==> config.mk <==
export PLATFORM = sky130hd
export DESIGN_NAME = pipeline_ctrl
export DESIGN_NICKNAME = d
export VERILOG_FILES = /design/src/rtl/pipeline_ctrl.sv
export SDC_FILE = /design/constraint.sdc
export NUM_CORES = 1
export LEC_CHECK = 0
export CAP_MARGIN = 10
export CORE_UTILIZATION = 45
export DETAILED_ROUTE_END_ITERATION = 10
export PLACE_DENSITY_LB_ADDON = 0.08
export SLEW_MARGIN = 20
export SYNTH_ARGS = -nofsm -noshare
export SYNTH_HDL_FRONTEND = slang
export SYNTH_SLANG_ARGS = --single-unit
export TNS_END_PERCENT = 10
==> constraint.sdc <==
create_clock -name clk -period 7 [get_ports clk]
set_clock_uncertainty 0.15 [all_clocks]
set_input_delay 1.4 -clock clk [delete_from_list [all_inputs] [get_ports clk]]
set_output_delay 1.4 -clock clk [all_outputs]
set_load 0.01 [all_outputs]
==> src/rtl/pipeline_ctrl.sv <==
// rtl/pipeline_ctrl.sv - six-stage pipeline sequencer with LM/SM micro-op expansion
//
// Ports:
//   clk, rst          : clock, synchronous active-high reset
//   hdu_stall         : load-use stall request from hazard detection
//   exe_branch_taken  : taken branch/jump resolved in execute
//   mem_busy          : memory stage cannot complete this cycle
//   decode_is_lmsm    : decode holds an LM/SM instruction
//   decode_lmsm_mask  : register list of that instruction
//   *_en              : per-stage FIFO load enables
//   flush_fd/dr/re    : load a bubble into the F/D, D/R, R/E FIFOs
//   pc_wr             : PC register may update
//   lmsm_valid/reg_idx/offset/last : LM/SM micro-op issued from decode
module pipeline_ctrl #(
  parameter int NUM_REGS = 8,
  parameter int IDX_W    = 3
) (
  input  logic                clk,
  input  logic                rst,
  input  logic                hdu_stall,
  input  logic                exe_branch_taken,
  input  logic                mem_busy,
  input  logic                decode_is_lmsm,
  input  logic [NUM_REGS-1:0] decode_lmsm_mask,
  output logic                fetch_en,
  output logic                decode_en,
  output logic                reg_read_en,
  output logic                execute_en,
  output logic                memory_access_en,
  output logic                write_back_en,
  output logic                flush_fd,
  output logic                flush_dr,
  output logic                flush_re,
  output logic                pc_wr,
  output logic                lmsm_valid,
  output logic [IDX_W-1:0]    lmsm_reg_idx,
  output logic [IDX_W-1:0]    lmsm_offset,
  output logic                lmsm_last
);

  typedef enum logic {RUN, LMSM} state_t;

  state_t              state_q, state_d;
  logic [NUM_REGS-1:0] mask_q, mask_d;
  logic [IDX_W-1:0]    count_q, count_d;

  logic [NUM_REGS-1:0] src_mask;
  logic [NUM_REGS-1:0] src_rest;
  logic [IDX_W-1:0]    low_idx;
  logic                src_multi;

  // In LMSM the registered remainder drives issue and decode_is_lmsm is ignored.
  always_comb begin
    src_mask = '0;
    if (state_q == LMSM) begin
      src_mask = mask_q;
    end else if (decode_is_lmsm) begin
      src_mask = decode_lmsm_mask;
    end
  end

  // Descending scan so the last hit is the lowest set bit.
  always_comb begin
    low_idx = '0;
    for (int i = NUM_REGS - 1; i >= 0; i--) begin
      if (src_mask[i]) low_idx = IDX_W'(i);
    end
  end

  // Clearing the lowest set bit; a non-zero remainder means more micro-ops follow.
  assign src_rest  = src_mask & (src_mask - NUM_REGS'(1));
  assign src_multi = (src_rest != '0);

  always_comb begin
    fetch_en         = 1'b1;
    decode_en        = 1'b1;
    reg_read_en      = 1'b1;
    execute_en       = 1'b1;
    memory_access_en = 1'b1;
    write_back_en    = 1'b1;
    flush_fd         = 1'b0;
    flush_dr         = 1'b0;
    flush_re         = 1'b0;
    pc_wr            = 1'b1;
    lmsm_valid       = 1'b0;
    lmsm_reg_idx     = '0;
    lmsm_offset      = '0;
    lmsm_last        = 1'b0;
    state_d          = state_q;
    mask_d           = mask_q;
    count_d          = count_q;

    if (rst) begin
      {fetch_en, decode_en, reg_read_en, execute_en, memory_access_en, write_back_en} = '0;
      {flush_fd, flush_dr, flush_re} = 3'b111;
      pc_wr   = 1'b0;
      state_d = RUN;
      mask_d  = '0;
      count_d = '0;
    end else if (mem_busy) begin
      {fetch_en, decode_en, reg_read_en, execute_en, memory_access_en, write_back_en} = '0;
      pc_wr = 1'b0;
    end else if (exe_branch_taken) begin
      {flush_fd, flush_dr, flush_re} = 3'b111;
      state_d = RUN;
      mask_d  = '0;
      count_d = '0;
    end else if (hdu_stall) begin
      // Hold fetch and PC, push a bubble behind decode; LM/SM progress is frozen.
      fetch_en = 1'b0;
      pc_wr    = 1'b0;
      flush_dr = 1'b1;
    end else if (src_mask != '0) begin
      lmsm_valid   = 1'b1;
      lmsm_reg_idx = low_idx;
      lmsm_offset  = (state_q == LMSM) ? count_q : '0;
      if (src_multi) begin
        fetch_en = 1'b0;
        pc_wr    = 1'b0;
        state_d  = LMSM;
        mask_d   = src_rest;
        count_d  = lmsm_offset + IDX_W'(1);
      end else begin
        lmsm_last = 1'b1;
        state_d   = RUN;
        mask_d    = '0;
        count_d   = '0;
      end
    end else begin
      state_d = RUN;
      mask_d  = '0;
      count_d = '0;
    end
  end

  always_ff @(posedge clk) begin
    state_q <= state_d;
    mask_q  <= mask_d;
    count_q <= count_d;
  end

endmodule

==> results of run 1 <==
routing by layer:
layer	global-route usage, %	part of all wire (%)	up-vias
li1	-	-	498
met2	40.8	48	26
met5	0	0	-
met4	0	0	0
met1	29.2	47	452
met3	6.54	4.6	0
path summary, 6_finish.rpt:
| kind | from | endpoint | slack, ns | cells past startpoint |
|---|---|---|---|---|
| worst min-delay path | count_q[1] | count_q[1] | 0.29 | 2 |
| worst max-delay path | decode_is_lmsm | fetch_en | 1.51 | 8 |
| worst max register to register | state_q | count_q[2] | 4.37 | 6 |
| worst min register to register | count_q[1] | count_q[1] | 0.29 | 2 |
layout by cell type (no fill, tap or decap), drive strengths merged, types with 3 or more instances in the layout:
| cell | instances |
|---|---|
| nor2b | 3 |
| a32oi | 3 |
| o21ai | 19 |
| a22o | 6 |
| clkbuf | 4 |
| nor3 | 4 |
| a21oi | 4 |
| inv | 6 |
| nor2 | 15 |
| dfxtp | 11 |
| nand2b | 3 |
| nand2 | 12 |
| clkdlybuf4s50 | 31 |
| nor4 | 3 |
registers in the layout, summed over array words and instances (netlist names):
| signal | cells |
|---|---|
| state_q | 1 |
| mask_q | 7 |
| count_q | 3 |
cells by family (layout without fill, tap and decap cells):
group,count (synthesis),after routing
and+or+nand+nor,48,48
AOI/OAI and AO/OA,47,47
buffers and inverters,16,41
DFF,11,11
adders and majority gates,1,1
power breakdown:
part / internal (uW) / total (uW) / leakage (uW) / switching (uW)
sequential: 63.5 / 65.4 / 0.0000888 / 1.90
combinational: 23.8 / 50.0 / 0.000331 / 26.2
clock: 22.0 / 42.2 / 0.0000150 / 20.2
total: 109 / 158 / 0.000434 / 48.2
Yosys cell counts, types with 3 or more instances:
cell / count / area share (%)
o21ai_0: 8 / 4.4
nor4_1: 3 / 2.1
inv_1: 4 / 1.7
dfxtp_1: 11 / 24
nand2_1: 12 / 5.0
a22o_1: 5 / 4.8
a21oi_1: 4 / 2.2
a32oi_1: 3 / 2.9
nor2_1: 15 / 6.2
o21ai_1: 9 / 5.0
nor2b_1: 3 / 2.1
nor3_1: 3 / 1.7
buf_4: 6 / 5.0
worst max-delay path, stage by stage:
cell,delay [ns]
clkdlybuf4s50_1,0.53
nor2b_1,0.56
a22o_1,0.32
a21oi_1,0.12
nor2_1,0.25
nor3_4,0.10
o21a_1,0.19
clkdlybuf4s50_1,0.48
area by class of cell:
type,instances,area [sq um],share of cell area [%]
clock buffers,4,26.3,2.18
inverters,6,22.5,1.87
multi-input cells,96,593,49.3
flip-flops and latches,11,220,18.3
well taps,25,31.3,2.60
repair buffers,31,310,25.8
through the flow:
stage          utilization, %  power (uW)
3_3_place_gp             65.3         116
2_1_floorplan               -        97.6
6_report                 66.8         158
4_1_cts                  66.8         158
3_5_place_dp             65.3         117
5_1_grt                  66.8         167
==> results.yml, run 1 <==
status:
  status: "finished, final reports clean"
final_layout:
  drive_gt1_share_pct: 8.78
  area_delta_synth_final_pct: 33.1
  antenna_cells: 0
  fin_area_sq_um: 1200
  fin_nets: 164
  stdcell_count: 173
  fill_cells: 161
clocking:
  cts_root_buf: "clkbuf_4"
  clk_latency_ns: 0.26
  cts_hold_buf: 0
  clock_path_buffers: 2
  ctsResizeCount: 0
  cts_sinks: 11
  cts_tree: "built"
  numCtsBuffers: 3
  path_clk_slew_ns: 0.07
  htreeDepth: 1
  postCtsSetupBuffers: 0
synthesis:
  async_reset_ff_share_pct: 0
  ys_seq_area_share_pct: 24.3
  syn_area_sq_um: 905
  synth_fa_ha_area_share_pct: 1.38
  ys_seq_elements: 11
  synthCells: 123
  synthMuxAreaShare_pct: 0
  avgSynthCellArea_sq_um: 7.35
  synth_ff_type: "dfxtp_1"
  synth_edf_count: 0
  synth_xor_area_share_pct: 0
  ys_warn_count: 0
  syn_nets: 138
  synth_top_family_by_area: "compound AO/OA/AOI/OAI gates"
  synthSimpleGateAreaFrac_pct: 27.1
  synth_cell_types: 41
  synth_compound_area_share_pct: 37.1
pwr:
  peakVddDrop_mv: 0.0949
  power_density_nw_per_um2: 131
  leakage_uw: 0.000434
placement:
  pre_cts_ws_ns: 1.51
  dp_hpwl_um: 1790
  finalWeightedCongestion: 0.825
  port_buffers: 31
  dp_cells: 169
  dpl-instance-area_sq_um: 1180
route:
  drt_wl_total_um: 2280
  vias: 976
  drt_first_pass_iters: 5
  drt_iter0_drc: 28
  drc: 0
  vias_per_cell: 5.64
  ant_nets: 0
  wl_per_cell_um: 13.2
floorplanning:
  die-height_um: 46.8
  floorplan.initialDensity_pct: 50.2
  std_cell_rows: 15
  die-area_sq_um: 2190
  core_area_sq_um: 1800
  die-width_um: 46.8
  ios: 32
timing:
  setup_tns_ns: 0
  whs_ns: 0.292
  layout_setup_ws_ns: 1.51
  hold_viol_final: 0
  worst_pin_slew_ns: 0.702
  rsz0062_at_grt: "false"
  slew_violations: 0
  finalCriticalPeriod_ns: 5.49
  fin_crit_sh_pct: 78.5
  finalSetupViolCount: 0
  max-slew-margin-rel_pct: 53.1
  fmax_mhz: 182
grt:
  grt_pass1_wl_um: 3650
  grt_max_degree: 24
  overflow: 0
  first_global_vias: 799
  grt_use_total_pct: 22.9
  antenna_found_initial: 0
worst_hold_path:
  min_path_type: "register to register"
run:
  drv_cap: 0
setup_path:
  startpoint_type: "input port"
  arrival_ns: 3.94
  critPathMaxFanout: 9
  critPathKind: "input port to primary output"
  critPathRequiredTime_ns: 5.45
  end_kind: "primary output"
Note: power is estimated with default switching activity, not from simulation.
==> run 2: changes to the inputs <==
--- a/config.mk
+++ b/config.mk
@@ -6,7 +6,7 @@
 export NUM_CORES = 1
 export LEC_CHECK = 0
 export CAP_MARGIN = 10
-export CORE_UTILIZATION = 45
+export CORE_UTILIZATION = 40
 export DETAILED_ROUTE_END_ITERATION = 10
 export PLACE_DENSITY_LB_ADDON = 0.08
 export SLEW_MARGIN = 20
==> constraint.sdc (replaced) <==
create_clock -name clk -period 4.6 [get_ports clk]
set_clock_uncertainty 0.15 [all_clocks]
set_input_delay 0.92 -clock clk [delete_from_list [all_inputs] [get_ports clk]]
set_output_delay 0.92 -clock clk [all_outputs]
set_load 0.01 [all_outputs]
==> results.yml, run 2 (synthesized netlist as in run 1, its figures left out) <==
status:
  status: "finished, final reports clean"
setup_path:
  r2r_slack_ns: 2.37
  rr_worst_depth: 7
  setup.worst_path.start: "decode_is_lmsm"
  startpoint_type: "input port"
  end_kind: "primary output"
  arrival_ns: 3.36
  timing.rr.start: "state_q"
  critPathCapture: "pc_wr"
  critPathKind: "input port to primary output"
  reg2reg_to: "count_q[2]"
  critPathRequiredTime_ns: 3.53
  critPathMaxFanout: 9
timing:
  finalSetupViolCount: 0
  rsz0062_at_grt: "false"
  finalCriticalPeriod_ns: 4.43
  worst_pin_slew_ns: 0.402
  fmax_mhz: 226
  slew_violations: 0
  fin_crit_sh_pct: 96.2
  whs_ns: 0.297
  max-slew-margin-rel_pct: 73.0
  hold_viol_final: 0
  setup_tns_ns: 0
clocking:
  cts_root_buf: "clkbuf_4"
  path_clk_slew_ns: 0.07
  cts_tree: "built"
  clock_path_buffers: 2
  htreeDepth: 1
  numCtsBuffers: 3
  cts_hold_buf: 0
  clk_latency_ns: 0.27
  cts_sinks: 11
final_layout:
  largest_register_ffs: 7
  fin_nets: 171
  final_common_cell: "clkdlybuf4s50_1"
  drive_gt1_share_pct: 13.5
  multiInputGateArea_sq_um: 596
  fill_cells: 207
  antenna_cells: 0
  top_regs: "mask_q: 7 flops, count_q: 3 flops, state_q: 1 flops"
  final_cell_mix: "31 x clkdlybuf4s50_1, 15 x nor2_1, 12 x nand2_1, 11 x dfxtp_1, 9 x o21ai_1"
  largest_register: "mask_q"
  area_delta_synth_final_pct: 39.4
  register_area_sq_um: 220
pwr:
  power_density_nw_per_um2: 198
  swShare_pct: 31.2
  p_comb_share_pct: 34.1
  leakage_uw: 0.000471
  p_clk_share_pct: 26.9
  power_uw: 250
  switchingPower_uw: 78.2
  peakVddDrop_mv: 0.156
  p_int_uw: 172
  seqPwrFrac_pct: 39.1
worst_hold_path:
  min_path_type: "register to register"
  min_path_cells: 2
floorplanning:
  std_cell_rows: 16
  die-height_um: 49.6
  die-area_sq_um: 2460
  core_area_sq_um: 2040
  floorplan.initialDensity_pct: 44.3
  ios: 32
  die-width_um: 49.6
route:
  vias_per_cell: 5.62
  wl_per_cell_um: 13.4
  drt_iter0_drc: 47
  drt_wl_total_um: 2440
  vias: 1022
  ant_nets: 0
  drc: 0
  drt_first_pass_iters: 4
grt:
  grt_use_met1_pct: 27.8
  grt_pass1_wl_um: 4200
  grt_use_met3_pct: 5.56
  grt.busiest_layer: "met2"
  grt_max_degree: 22
  overflow: 0
  grt_use_total_pct: 21.6
  first_global_vias: 971
  antenna_found_initial: 0
  met2_usage_pct: 36.0
run:
  drv_cap: 0
placement:
  finalWeightedCongestion: 0.899
  port_buffers: 31
  dp_hpwl_um: 1870
run 2: cell count changes in the layout (fill, tap and decap cells not counted), sizes merged:
cell | before | now
buf | 0 | 7
run 2: worst min path at each step:
stage,startpoint,end,slack (ns)
2_1_floorplan,count_q[1],count_q[1],0.27
3_3_place_gp,count_q[1],count_q[1],0.29
3_5_place_dp,count_q[1],count_q[1],0.29
4_1_cts,count_q[1],count_q[1],0.30
5_1_grt,count_q[1],count_q[1],0.33
6_report,count_q[1],count_q[1],0.30
run 2: final cells by class:
| type | count | share of cell area [%] |
|---|---|---|
| sequential | 11 | 17.5 |
| multi-input combinational | 96 | 47.2 |
| inverter | 6 | 1.79 |
| clock buffer | 4 | 2.08 |
| tap | 27 | 2.68 |
| timing repair buffer | 38 | 28.8 |
run 2: what timing repair did:
action                     in CTS  in global routing
setup endpoints to repair       0                  3
buffers inserted                0                  2
resized for setup               0                  1
run 2: worst max-delay path, cell delays in order:
cell             delay, ns
clkdlybuf4s50_1       0.46
nor2b_2               0.24
a22o_4                0.25
o31a_1                0.25
or2_1                 0.30
nor3_4                0.23
o21a_1                0.16
clkdlybuf4s50_1       0.54
run 2: power by group through the flow:
stage	Clock, uW	Combinational, uW	Sequential, uW
after global placement	0	79.2	99.9
after detailed placement	0	79.9	99.9
after floorplan	0	48.9	99.7
final	67.2	85.2	97.7
after CTS	70.1	80.7	97.7
after global routing	74.0	93.0	97.9
run 2: routing by layer:
| metal | wire length [um] | vias to the layer above |
|---|---|---|
| met3 | 151 | 4 |
| li1 | - | 516 |
| met1 | 1060 | 462 |
| met4 | 14 | 0 |
| met5 | 0 | - |
| met2 | 1210 | 40 |
run 2: metrics by stage:
stage                     instances  setup slack [ns]  util [%]  cell area [sq um]
final                           182             0.173      61.8               1260
after global routing            182            0.0508      61.8               1260
after CTS                       180            0.0503      60.9               1240
after detailed placement        176             0.107      59.6               1220
after global placement          176             0.184      59.6               1220
after floorplan                 123              1.11         -                905
